--- config.mk ---
export PLATFORM = sky130hd
export DESIGN_NAME = mem_port_sequencer
export DESIGN_NICKNAME = d
export VERILOG_FILES = /design/src/rtl/mem_port_sequencer.sv
export SDC_FILE = /design/constraint.sdc
export NUM_CORES = 1
export LEC_CHECK = 0
export BUFFER_PORTS_ARGS = -buffer_cell sky130_fd_sc_hd__buf_2
export CAP_MARGIN = 10
export CORE_UTILIZATION = 40
export DETAILED_ROUTE_END_ITERATION = 8
export GPL_TIMING_DRIVEN = 0
export PLACE_DENSITY = 0.74
export SLEW_MARGIN = 20
export SYNTH_ARGS = -nofsm -noshare
export SYNTH_HDL_FRONTEND = slang
export SYNTH_SLANG_ARGS = --single-unit
--- constraint.sdc ---
create_clock -name Clk -period 2.4 [get_ports Clk]
set_input_delay 0.24 -clock Clk [delete_from_list [all_inputs] [get_ports Clk]]
set_output_delay 0.24 -clock Clk [all_outputs]
set_load 0.02 [all_outputs]
--- src/rtl/mem_port_sequencer.sv ---
// Sequences the unified single-ported memory between the MEM stage and IF stage,
// then releases the pipeline stall for one clock per pipeline cycle.
module mem_port_sequencer #(
   parameter int unsigned WAIT_LIMIT = 255,
   parameter int unsigned CNT_W      = 8
) (
   input  logic        Clk,
   input  logic        Rst_n,
   input  logic        IFReq,
   input  logic [31:0] IFAddr,
   output logic [31:0] IFInstr,
   input  logic        MEMMemRead,
   input  logic        MEMMemWrite,
   input  logic [31:0] MEMALUResult,
   input  logic [31:0] MEMRegData2,
   output logic [31:0] MEMReadData,
   output logic        PipeStall,
   output logic        MemReq,
   output logic        MemWe,
   output logic [31:0] MemAddr,
   output logic [31:0] MemWData,
   input  logic [31:0] MemRData,
   input  logic        MemReady,
   output logic        BusError,
   output logic [31:0] StallCount
);

   typedef enum logic [2:0] {
      S_IDLE    = 3'd0,
      S_MEM_ACC = 3'd1,
      S_IF_ACC  = 3'd2,
      S_GO      = 3'd3,
      S_ERR     = 3'd4
   } state_t;

   state_t           r_state;
   state_t           w_next;
   logic [CNT_W-1:0] r_wait_cnt;
   logic [31:0]      r_if_instr;
   logic [31:0]      r_mem_rdata;
   logic             r_bus_error;
   logic [31:0]      r_stall_cnt;
   logic             w_timeout;
   logic             w_enter_acc;

   assign w_timeout   = (r_wait_cnt == CNT_W'(WAIT_LIMIT - 1));
   assign w_enter_acc = ((w_next == S_MEM_ACC) || (w_next == S_IF_ACC)) && (w_next != r_state);

   // Next-state and combinational memory/stall outputs
   always_comb begin
      w_next    = r_state;
      MemReq    = 1'b0;
      MemWe     = 1'b0;
      MemAddr   = 32'd0;
      MemWData  = 32'd0;
      PipeStall = 1'b1;
      case (r_state)
         S_IDLE: begin
            if (MEMMemRead || MEMMemWrite) w_next = S_MEM_ACC;
            else if (IFReq)                w_next = S_IF_ACC;
            else                           w_next = S_GO;
         end
         S_MEM_ACC: begin
            MemReq   = 1'b1;
            MemWe    = MEMMemWrite;
            MemAddr  = MEMALUResult;
            MemWData = MEMRegData2;
            if (MemReady)       w_next = IFReq ? S_IF_ACC : S_GO;
            else if (w_timeout) w_next = S_ERR;
         end
         S_IF_ACC: begin
            MemReq  = 1'b1;
            MemAddr = IFAddr;
            if (MemReady)       w_next = S_GO;
            else if (w_timeout) w_next = S_ERR;
         end
         S_GO: begin
            PipeStall = 1'b0;
            w_next    = S_IDLE;
         end
         S_ERR:   w_next = S_ERR;
         default: w_next = S_IDLE;
      endcase
   end

   // State, wait counter, capture registers, error flag and stall counter
   always_ff @(posedge Clk) begin
      if (!Rst_n) begin
         r_state     <= S_IDLE;
         r_wait_cnt  <= '0;
         r_if_instr  <= 32'd0;
         r_mem_rdata <= 32'd0;
         r_bus_error <= 1'b0;
         r_stall_cnt <= 32'd0;
      end else begin
         r_state <= w_next;
         if (w_enter_acc)              r_wait_cnt <= '0;
         else if (MemReq && !MemReady) r_wait_cnt <= r_wait_cnt + CNT_W'(1);
         if ((r_state == S_MEM_ACC) && MemReady && !MEMMemWrite) r_mem_rdata <= MemRData;
         if ((r_state == S_IF_ACC) && MemReady)                  r_if_instr  <= MemRData;
         if (w_next == S_ERR) r_bus_error <= 1'b1;
         if (PipeStall && (r_stall_cnt != 32'hFFFF_FFFF)) r_stall_cnt <= r_stall_cnt + 32'd1;
      end
   end

   assign IFInstr     = r_if_instr;
   assign MEMReadData = r_mem_rdata;
   assign BusError    = r_bus_error;
   assign StallCount  = r_stall_cnt;

endmodule

# == Word-level counts from Yosys, hierarchy flattened ==
# Cells that the tools add are included.
# word_totals
ff_bits,108
romBits,0
wordCells,43
output_inout_bits,164
latchBits,0
memories,0
ramBits,0
in_bits,134
# op_classes
magnitude_cmp,0
div_mod_pow,0
shifts,0
reduce_logical,13
n_mux,11
eq_ne,10
n_mul,0
bitwise_logic,1
add_sub_neg,2
# op_table
cell,n
$pmux 32 s2,1
$add 32x1->32 const B,1
$mux 32,1
$ne 32x32->1 const B,1
$pmux 3 s4,1
$eq 3x2->1 const B,3
$mux 3,3
$add 8x1->8 const B,1
$eq 8x8->1 const B,1
$eq 3x1->1 const B,2
$eq 3x3->1 const B,2
$logic_and 1x1->1,6
$mux 1,4
$reduce_or 2->1,2
$logic_not 3->1,1
$ne 3x3->1,1
$logic_not 1->1,2
$logic_or 1x1->1,2
$mux 2,1
$not 1->1,1

# == Longest topological paths before layout ==
# Gate-level depths: netlist of run 1.
# depth
ltp_word,8
ltp_mapped,8
ltp_nobuf,7

# == Least setup slack after synthesis of run 1 ==
# OpenSTA, ideal clock, no wires.
# synth_path
path_type,register to register
start,register r_stall_cnt[6] (netlist: StallCount[6])
end,register r_stall_cnt[0] (netlist: StallCount[0])
path_buffers,2
setup_ps,128
path_stages_with_launch,8
arrival_time_ps,2047
slack_ps,226
path_cell_list,dfxtp_1 -> nand4_2 -> or4_4 -> o31ai_4 -> buf_6 -> buf_12 -> xor2_1 -> nor2_1
# synth_between
elab_chain_len,2
# synth_rtl
element,line_no,text
start: declaration,42,logic [31:0] r_stall_cnt;
start signal: assignment,102,if (PipeStall && (r_stall_cnt != 32'hFFFF_FFFF)) r_stall_cnt <= r_stall_cnt + 32'd1;
$ne 32x32->1,102,
$logic_and 1x1->1,102,
# No other way between the ends.
# A chain may end at the register's enable or synchronous reset.

# == Final worst setup path of run 1 ==
# layout_path
start,register r_stall_cnt[24] (netlist: StallCount[24])
end,register r_stall_cnt[0] (netlist: StallCount[0])
# Same word-level chain as after synthesis.

==> results of run 1 <==
-- repair_timing --
| action | CTS | global route |
|---|---|---|
| setup endpoints to repair | 45 | 93 |
| hold endpoints to repair | 0 | 0 |
| hold buffers | 0 | 0 |
| pin swaps | 1 | 3 |
| gates resized for setup | 11 | 9 |
| setup buffers | 1 | 3 |
-- cell families after synthesis --
group / after synthesis / share of synthesized area [%]
and+or+nand+nor: 299 / 28.9
AOI/OAI and AO/OA: 153 / 20.0
DFF: 108 / 42.3
buffers and inverters: 50 / 4.18
xor gates and xnor gates: 12 / 2.06
muxes: 9 / 1.79
adders and majority gates: 3 / 0.734
-- cell usage in the layout (no fill, tap or decap), types with 7 or more instances in the layout --
master       n
a22o_1      32
clkbuf_16    9
nand2_1    155
or3_1       15
nand2b_1    10
nand3_1     22
mux2i_1      8
clkbuf_1    27
buf_2      303
inv_1        9
o21ai_0      7
a21oi_1     75
and2_1      33
dfxtp_1    108
nor2_1      18
-- registers in the layout, summed over array words and instances, names as in the netlist --
name / count
IFInstr: 32
r_state: 3
BusError: 1
r_wait_cnt: 8
StallCount: 32
MEMReadData: 32
-- cell type report --
class	count	area, sq um	share of cell area (%)
Clock inverter	6	75.1	1.04
Inverter	10	37.5	0.522
Tap cell	168	210	2.93
Sequential cell	108	2160	30.1
Timing Repair Buffer	301	1520	21.1
Buffer	40	190	2.65
Clock buffer	9	225	3.13
Multi-Input combinational cell	476	2770	38.5
-- power groups by stage --
| stage | combinational [mW] | sequential [mW] | clock [mW] |
|---|---|---|---|
| floorplan | 0.499 | 1.97 | 0 |
| global placement | 0.927 | 1.92 | 0 |
| detailed placement | 0.931 | 1.92 | 0 |
| CTS | 0.945 | 1.88 | 1.53 |
| global route | 1.02 | 1.88 | 1.60 |
| finish | 0.946 | 1.88 | 1.50 |
-- worst paths after layout --
path,slack [ns],end,start
setup reg to reg,0.11,StallCount[0],StallCount[24]
setup / recovery,0.11,StallCount[0],StallCount[24]
hold / removal,0.14,MEMReadData[19],MemRData[19]
hold reg to reg,0.45,IFInstr[20],IFInstr[20]
-- metal layers --
layer  global-route usage, %  routed length [microns]  vias to the layer above
li1                        -                        -                     2844
met1                    31.1                     7260                     2529
met2                    42.6                     8360                      194
met3                    3.32                      925                       24
met4                    9.44                      321                        2
met5                       0                       10                        -
-- critical path: cells and delay by family (launching register included) --
family	cells	cell delay, ns
xor+xnor	1	0.14
compound gates	1	0.35
flops	1	0.43
buf+inv	2	0.35
simple gates	3	0.89
-- stage by stage --
stage                     setup WS (ns)  util [%]  area (sq um)
final                             0.105      58.8          7180
after global routing            0.00227      58.8          7180
after CTS                       0.00777      58.5          7150
after detailed placement        -0.0898      55.8          6810
after global placement          -0.0974      55.8          6810
after floorplan                   0.226         -          5110
==> impl_metrics.env, run 1 <==
export IMPL_route_vias_total=5593
export IMPL_yosysTopAreaCellShare_pct=42.3
export IMPL_gp_congestion=0.845
export IMPL_crit_type="reg2reg"
export IMPL_avgSynthCellArea_sq_um=8.06
export IMPL_synth_async_reset_ratio_pct=0
export IMPL_synth_common_cells="155 x nand2_1, 108 x dfxtp_1, 75 x a21oi_1, 34 x clkbuf_1, 33 x and2_1"
export IMPL_hold_viol=0
export IMPL_area_growth_pct=40.5
export IMPL_relSlewSlack_pct=53.9
export IMPL_peakVddDrop_mv=0.326
export IMPL_synth_edf_count=0
export IMPL_nets=1083
export IMPL_power_density_mw_per_mm2=601
export IMPL_wl_per_cell_microns=15.1
export IMPL_crit_required_ns=2.61
export IMPL_dr_pass1_iters=4
export IMPL_power_internal_mw=3.02
export IMPL_worst_skew_pair_late_latency_ns=0.34
export IMPL_grt_pass1_vias=4900
export IMPL_synth_main_ff_cell="dfxtp_1"
export IMPL_grt_total_usage_pct=24.6
export IMPL_p_sw_mw=1.30
export IMPL_drv_cap=0
export IMPL_post_route_period_util_pct=95.6
export IMPL_cp_cell_sequence="nand4_2, or4_4, o31ai_4, buf_6, buf_12, xor2_1, nor2_1"
export IMPL_clockRootBuffer="clkbuf_16"
export IMPL_cts_inserted_buffers=9
export IMPL_pwr_share_clk_pct=34.7
export IMPL_holdPathStages=3
export IMPL_reg2reg_depth=7
export IMPL_port_buffers=297
export IMPL_start_util_pct=41.9
export IMPL_dieHeight_microns=115
export IMPL_mappedNetlistArea_sq_mm=0.00511
export IMPL_path_clk_slew_ns=0.07
export IMPL_cpPeakStageDelay_ns=0.63
export IMPL_dieArea_sq_mm=0.0132
export IMPL_crit_slowest_cell="or4_4"
export IMPL_swShare_pct=30.1
export IMPL_cp_start_kind="flip-flop"
export IMPL_ys_types=61
export IMPL_hp_class="in2reg"
export IMPL_cts_buffer_depth=2
export IMPL_nFillCells=1199
export IMPL_grt_pass1_wl_microns=25500
export IMPL_h_tree_depth=3
export IMPL_ys_warn_count=0
export IMPL_seq_area_frac_synth_pct=42.3
export IMPL_status="finished, final reports clean"
export IMPL_routed_wl_microns=16900
export IMPL_initialDrtViolationCount=356
export IMPL_diodes=0
export IMPL_grt_antenna_before_repair=1
export IMPL_grt_max_degree=19
export IMPL_min_period_ns=2.29
export IMPL_power_leakage_nw=3.34
export IMPL_grt_ovfl_total=0
export IMPL_clock_skew_ns=0.00955
export IMPL_crit_path_end_kind="flip-flop"
export IMPL_fin_setup_tns_ns=0
export IMPL_cts_tree="built"
export IMPL_synth_seq_cells=108
export IMPL_post_place_cells=1099
export IMPL_cp_arrival_ns=2.51
export IMPL_worst_slew_pin_slew_ns=0.691
export IMPL_netlist_instances=634
export IMPL_clock_sinks=108
export IMPL_crit_path_max_fanout=10
export IMPL_drc=0
export IMPL_fin_hold_ws_ns=0.141
export IMPL_rsz0062_at_grt="no"
export IMPL_synth_top_area_cell="dfxtp_1"
export IMPL_fmax_mhz=436
export IMPL_postRouteAntennaNets=0
export IMPL_drive_above_1_share_pct=37.3
export IMPL_dp_hpwl_microns=13300
export IMPL_rows=40
export IMPL_core_sq_mm=0.0122
export IMPL_vias_per_cell=5.00
export IMPL_die_x_microns=115
export IMPL_syn_nets=771
export IMPL_pin_count=298
export IMPL_p_seq_share_pct=43.4
export IMPL_power_frac_comb_pct=21.9
export IMPL_setup_viol=0
export IMPL_power_mw=4.32
export IMPL_yosys_top_cells_area="dfxtp_1 42%, nand2_1 11%, a21oi_1 7.3%"
export IMPL_stdcell_count=1118
export IMPL_slew_violations=0
export IMPL_yosysMostFrequentCell="nand2_1"
No activity file was read; power rests on OpenSTA's default activity.
==> run 2: changes to the inputs <==
==> constraint.sdc (replaced) <==
create_clock -name Clk -period 2.4 [get_ports Clk]
set_input_delay 0.12 -clock Clk [delete_from_list [all_inputs] [get_ports Clk]]
set_output_delay 0.12 -clock Clk [all_outputs]
set_load 0.02 [all_outputs]
==> run 2 against run 1 <==
Compared with the run above:
- core utilization down 0.11 points
- flip-flop and latch count is the same
- die area stayed put
- first-iteration DRC count shrank 2.0%
- fmax fell by 0.17%
- register-to-register slack barely moved
- clock power about the same
- total power is essentially flat
- setup slack got worse by 0.0040 ns
- global-route usage is 0.090 points lower
- combinational power decreased by 0.7%
- final area down 0.19%
- largest power group unchanged
- highest routed layer unchanged
==> impl_metrics.env, run 2 (synthesis results as in run 1) <==
export IMPL_status="finished, final reports clean"
export IMPL_cts_inserted_buffers=9
export IMPL_cp_start_kind="flip-flop"
export IMPL_grt_ovfl_total=0
export IMPL_fin_setup_tns_ns=0
export IMPL_fin_hold_ws_ns=0.0206
export IMPL_grt_max_degree=19
export IMPL_multi_input_area_sq_mm=0.00277
export IMPL_slew_violations=0
export IMPL_dp_hpwl_microns=13300
export IMPL_start_util_pct=41.9
export IMPL_crit_path_max_fanout=10
export IMPL_relSlewSlack_pct=53.6
export IMPL_peakVddDrop_mv=0.328
export IMPL_hold_viol=0
export IMPL_clockRootBuffer="clkbuf_16"
export IMPL_crit_type="reg2reg"
export IMPL_critical_path_top_delay_family="simple AND/OR/NAND/NOR gates"
export IMPL_nFillCells=1203
export IMPL_routed_wl_microns=16800
export IMPL_nets=1081
export IMPL_cts_buffer_depth=2
export IMPL_worstHoldStart="MemRData[10]"
export IMPL_dp_slack_ns=0.0119
export IMPL_cts_tree="built"
export IMPL_setup_viol=0
export IMPL_reg2reg_slack_ns=0.10
export IMPL_core_sq_mm=0.0122
export IMPL_r2r_start="StallCount[24]"
export IMPL_dieHeight_microns=115
export IMPL_grt_pass1_wl_microns=25500
export IMPL_power_density_mw_per_mm2=602
export IMPL_layout_commonest_cell="buf_2"
export IMPL_vias_per_cell=5.01
export IMPL_clock_sinks=108
export IMPL_area_growth_pct=40.3
export IMPL_min_period_ns=2.30
export IMPL_die_x_microns=115
export IMPL_rows=40
export IMPL_postRouteAntennaNets=0
export IMPL_cp_cell_sequence="nand4_2, or4_4, o31ai_4, buf_6, buf_12, xor2_1, nor2_1"
export IMPL_holdPathStages=3
export IMPL_drive_above_1_share_pct=37.2
export IMPL_drc=0
export IMPL_min_to="IFInstr[10]"
export IMPL_diodes=0
export IMPL_cts_hold_fix_buffers=0
export IMPL_crit_path_end_kind="flip-flop"
export IMPL_rsz0062_at_grt="yes"
export IMPL_grt_pass1_vias=4903
export IMPL_cpPeakStageDelay_ns=0.63
export IMPL_path_clk_slew_ns=0.07
export IMPL_mostFrequentLayoutCells="301 x buf_2, 155 x nand2_1, 108 x dfxtp_1, 75 x a21oi_1, 33 x and2_1"
export IMPL_power_mw=4.32
export IMPL_fmax_mhz=435
export IMPL_port_buffers=297
export IMPL_h_tree_depth=3
export IMPL_worst_skew_pair_late_latency_ns=0.35
export IMPL_gp_congestion=0.845
export IMPL_crit_required_ns=2.61
export IMPL_initialDrtViolationCount=349
export IMPL_wl_per_cell_microns=15.1
export IMPL_drv_cap=0
export IMPL_route_vias_total=5595
export IMPL_power_leakage_nw=3.33
export IMPL_clock_skew_ns=0.0104
export IMPL_grt_total_usage_pct=24.5
export IMPL_pin_count=298
export IMPL_worst_slew_pin_slew_ns=0.696
export IMPL_hp_class="in2reg"
export IMPL_path_buf_inv=2
export IMPL_worst_slack_ns=0.101
export IMPL_cp_arrival_ns=2.51
export IMPL_dr_pass1_iters=4
export IMPL_grt_antenna_before_repair=1
export IMPL_reg2reg_depth=7
export IMPL_crit_slowest_cell="or4_4"
export IMPL_r2r_end="StallCount[0]"
export IMPL_dieArea_sq_mm=0.0132
export IMPL_seq_area_sq_mm=0.00216
export IMPL_post_route_period_util_pct=95.8
==> run 2: stage by stage <==
| stage | area (sq um) | utilization (%) | cells |
|---|---|---|---|
| finish | 7170 | 58.7 | 1116 |
| global route | 7170 | 58.7 | 1116 |
| CTS | 7130 | 58.4 | 1114 |
| detailed placement | 6810 | 55.8 | 1099 |
| global placement | 6810 | 55.8 | 1099 |
| floorplan | 5110 | - | 634 |
==> run 2: area by class of cell <==
| cell class | instances | share of cell area [%] |
|---|---|---|
| Clock buffer | 9 | 3.14 |
| Tap cell | 168 | 2.93 |
| Inverter | 10 | 0.523 |
| Sequential cell | 108 | 30.2 |
| Multi-Input combinational cell | 476 | 38.6 |
| Timing Repair Buffer | 299 | 20.9 |
| Clock inverter | 6 | 1.05 |
| Buffer | 40 | 2.67 |
==> run 2: tightest hold or removal path: cells and delay by family <==
kind / cells / cell delay (ns)
buffers and inverters: 1 / 0.10
AND/OR/NAND/NOR: 1 / 0.05
AO/OA/AOI/OAI: 1 / 0.05
==> run 2: report_power, final <==
group | leakage (nW) | internal (mW) | switching [mW]
Combinational | 2.31 | 0.359 | 0.581
Clock | 0.144 | 0.817 | 0.687
Sequential | 0.874 | 1.84 | 0.0361
Total | 3.33 | 3.02 | 1.30
==> run 2: how the worst max path moves through the flow <==
stage / startpoint / endpoint / slack (ns) / cells past startpoint
finish: StallCount[24] / StallCount[0] / 0.10 / 7
global route: r_state[2] / MemAddr[10] / -0.01 / 5
CTS: r_state[2] / MemAddr[10] / 0.004 / 5
detailed placement: StallCount[0] / StallCount[18] / 0.01 / 5
global placement: r_state[1] / MemAddr[10] / 0.02 / 6
floorplan: StallCount[6] / StallCount[0] / 0.23 / 7
==> run 2: repair_timing <==
| action | 4_1_cts | 5_1_grt |
|---|---|---|
| cloned | 0 | 0 |
| setup buffers | 0 | 2 |
| pin swaps | 0 | 1 |
| resized for setup | 7 | 16 |
| setup endpoints to repair | 44 | 94 |
==> run 2: routing by layer <==
layer | vias up | global-route usage, % | share of wire, %
met5 | - | 0 | 0.059
met3 | 25 | 3.37 | 5.0
li1 | 2839 | - | -
met1 | 2543 | 30.9 | 44
met2 | 186 | 42.2 | 49
met4 | 2 | 9.78 | 2.1
==> run 3: changes to the inputs <==
--- a/config.mk
+++ b/config.mk
@@ -11,6 +11,7 @@
 export DETAILED_ROUTE_END_ITERATION = 8
 export GPL_TIMING_DRIVEN = 0
 export PLACE_DENSITY = 0.74
+export REMOVE_ABC_BUFFERS = 1
 export SLEW_MARGIN = 20
 export SYNTH_ARGS = -nofsm -noshare
 export SYNTH_HDL_FRONTEND = slang
==> run 3 against run 2 <==
Compared with the run above:
- first-iteration DRC count is 68% higher
- die area stayed put
- combinational power is 4.4% higher
- count of clock-buffer cells in the layout is 1 higher
- final cell count is 2.3% lower
- clock skew is 0.0012 ns higher
- global-route usage is 1.4 points higher
- via count is 1.1% lower
- sequential share of layout area is 0.22 points higher
- routed wire length is 5.6% higher
- sequential power hardly changed
- total power is 1.3% lower
- critical path type unchanged
- critical endpoint is now StallCount[2]
- largest cell class unchanged
- highest routed layer is now met4
==> impl_metrics.env, run 3 (synthesis results as in run 1) <==
export IMPL_status="finished, final reports clean"
export IMPL_grt_max_degree=53
export IMPL_cts_hold_fix_buffers=0
export IMPL_peakVddDrop_mv=0.317
export IMPL_setup_viol=0
export IMPL_cp_start_kind="flip-flop"
export IMPL_start_util_pct=41.9
export IMPL_fin_setup_tns_ns=0
export IMPL_core_sq_mm=0.0122
export IMPL_crit_path_max_fanout=13
export IMPL_cts_buffer_depth=2
export IMPL_layout_commonest_cell="buf_2"
export IMPL_seq_area_sq_mm=0.00216
export IMPL_worst_slew_pin_slew_ns=0.678
export IMPL_grt_total_usage_pct=25.9
export IMPL_multi_input_area_sq_mm=0.00279
export IMPL_grt_pass1_vias=4616
export IMPL_highest_signal_layer="met4"
export IMPL_h_tree_depth=3
export IMPL_clock_sinks=108
export IMPL_stdcell_count=1090
export IMPL_mostFrequentLayoutCells="297 x buf_2, 154 x nand2_1, 106 x dfxtp_1, 75 x a21oi_1, 33 x and2_1"
export IMPL_drive_above_1_share_pct=38.7
export IMPL_worst_skew_pair_late_latency_ns=0.34
export IMPL_crit_path_end_kind="flip-flop"
export IMPL_post_route_period_util_pct=94.8
export IMPL_power_density_mw_per_mm2=598
export IMPL_die_x_microns=115
export IMPL_p_seq_share_pct=44.3
export IMPL_post_place_cells=1069
export IMPL_path_clk_slew_ns=0.08
export IMPL_cts_tree="built"
export IMPL_cp_arrival_ns=2.50
export IMPL_crit_type="reg2reg"
export IMPL_dp_hpwl_microns=13700
export IMPL_port_buffers=297
export IMPL_hp_class="in2reg"
export IMPL_grt_ovfl_total=0
export IMPL_dr_wl_met3_microns=889
export IMPL_nFillCells=1214
export IMPL_min_period_ns=2.28
export IMPL_clockRootBuffer="clkbuf_16"
export IMPL_grt_antenna_before_repair=0
export IMPL_vias_per_cell=5.08
export IMPL_crit_required_ns=2.62
export IMPL_area_growth_pct=39.4
export IMPL_met2RoutedLength_microns=8890
export IMPL_routed_wl_microns=17800
export IMPL_power_frac_comb_pct=23.0
export IMPL_met1_length_microns=7710
export IMPL_relSlewSlack_pct=54.7
export IMPL_p_sw_mw=1.34
export IMPL_dieArea_sq_mm=0.0132
export IMPL_rsz0062_at_grt="no"
export IMPL_postRouteAntennaNets=0
export IMPL_grt_pass1_wl_microns=25800
export IMPL_hold_viol=0
export IMPL_route_vias_total=5532
export IMPL_slew_violations=0
export IMPL_diodes=0
export IMPL_fmax_mhz=439
export IMPL_initialDrtViolationCount=585
export IMPL_nets=1054
export IMPL_cts_inserted_buffers=9
export IMPL_rows=40
export IMPL_fin_hold_ws_ns=0.0151
export IMPL_swShare_pct=31.4
export IMPL_drc=0
export IMPL_pwr_share_clk_pct=32.7
export IMPL_wl_per_cell_microns=16.3
export IMPL_drv_cap=0
export IMPL_dr_pass1_iters=5
export IMPL_pin_count=298
export IMPL_power_internal_mw=2.93
export IMPL_clock_skew_ns=0.0116
export IMPL_power_leakage_nw=3.29
export IMPL_gp_congestion=0.926
export IMPL_dieHeight_microns=115
[run 3: cell count changes in the layout (fill, tap and decap cells not counted), moves of 2 or more]
cell / delta
clkbuf_2: -7
buf_6: +2
buf_2: -4
dfxtp_1: -2
clkbuf_1: -25
buf_4: +4
buf_8: +4
dfxtp_2: +2
[run 3: metrics by stage]
step                total power, mW  cell area, sq um  setup slack, ns  utilization [%]
floorplan                      2.43              4940            -2.06                -
global placement               2.85              6630            -4.30             54.3
detailed placement             2.90              6790           -0.318             55.6
CTS                            4.28              7120           0.0216             58.3
global route                   4.45              7130           0.0153             58.4
finish                         4.26              7130            0.124             58.4
[run 3: worst max-delay path: stages, from the launching register on]
cell and delay (ns):
dfxtp_1 0.44, nand4_2 0.21, or4_4 0.65, o31ai_4 0.59
or4_1 0.20, nand2_1 0.06
[run 3: area by class of cell]
cell class,instances,share of cell area [%]
clock inverter,6,0.685
multi-input combinational,477,39.1
sequential,108,30.4
inverter,10,0.562
timing repair buffer,311,23.1
clock buffer,10,3.21
tap,168,2.95
[run 3: routing by layer]
metal | track usage, % | vias to the layer above
met5 | 0 | -
met4 | 7.36 | 0
met3 | 4.59 | 16
met2 | 44.9 | 217
met1 | 33.0 | 2526
li1 | - | 2773
[run 3: worst paths after layout]
kind                                 startpoint         endpoint  slack (ns)  cells past startpoint
worst max-delay path             StallCount[24]    StallCount[2]        0.12                      5
worst min-delay path               MemRData[15]  MEMReadData[15]        0.02                      3
worst max register to register   StallCount[24]    StallCount[2]        0.12                      5
worst min register to register  MEMReadData[22]  MEMReadData[22]        0.45                      2
[run 3: power by group through the flow]
| stage | registers, mW | clock network, mW | logic [mW] |
|---|---|---|---|
| after global routing | 1.90 | 1.51 | 1.04 |
| after global placement | 1.93 | 0 | 0.925 |
| after CTS | 1.89 | 1.42 | 0.980 |
| final | 1.89 | 1.39 | 0.980 |
| after floorplan | 1.97 | 0 | 0.459 |
| after detailed placement | 1.93 | 0 | 0.965 |
[run 3: repair_timing]
action | in CTS | in global routing
resized for setup | 3 | 3
pin swaps | 1 | 0
setup endpoints to repair | 34 | 4
setup buffers | 4 | 0
gates cloned | 1 | 0
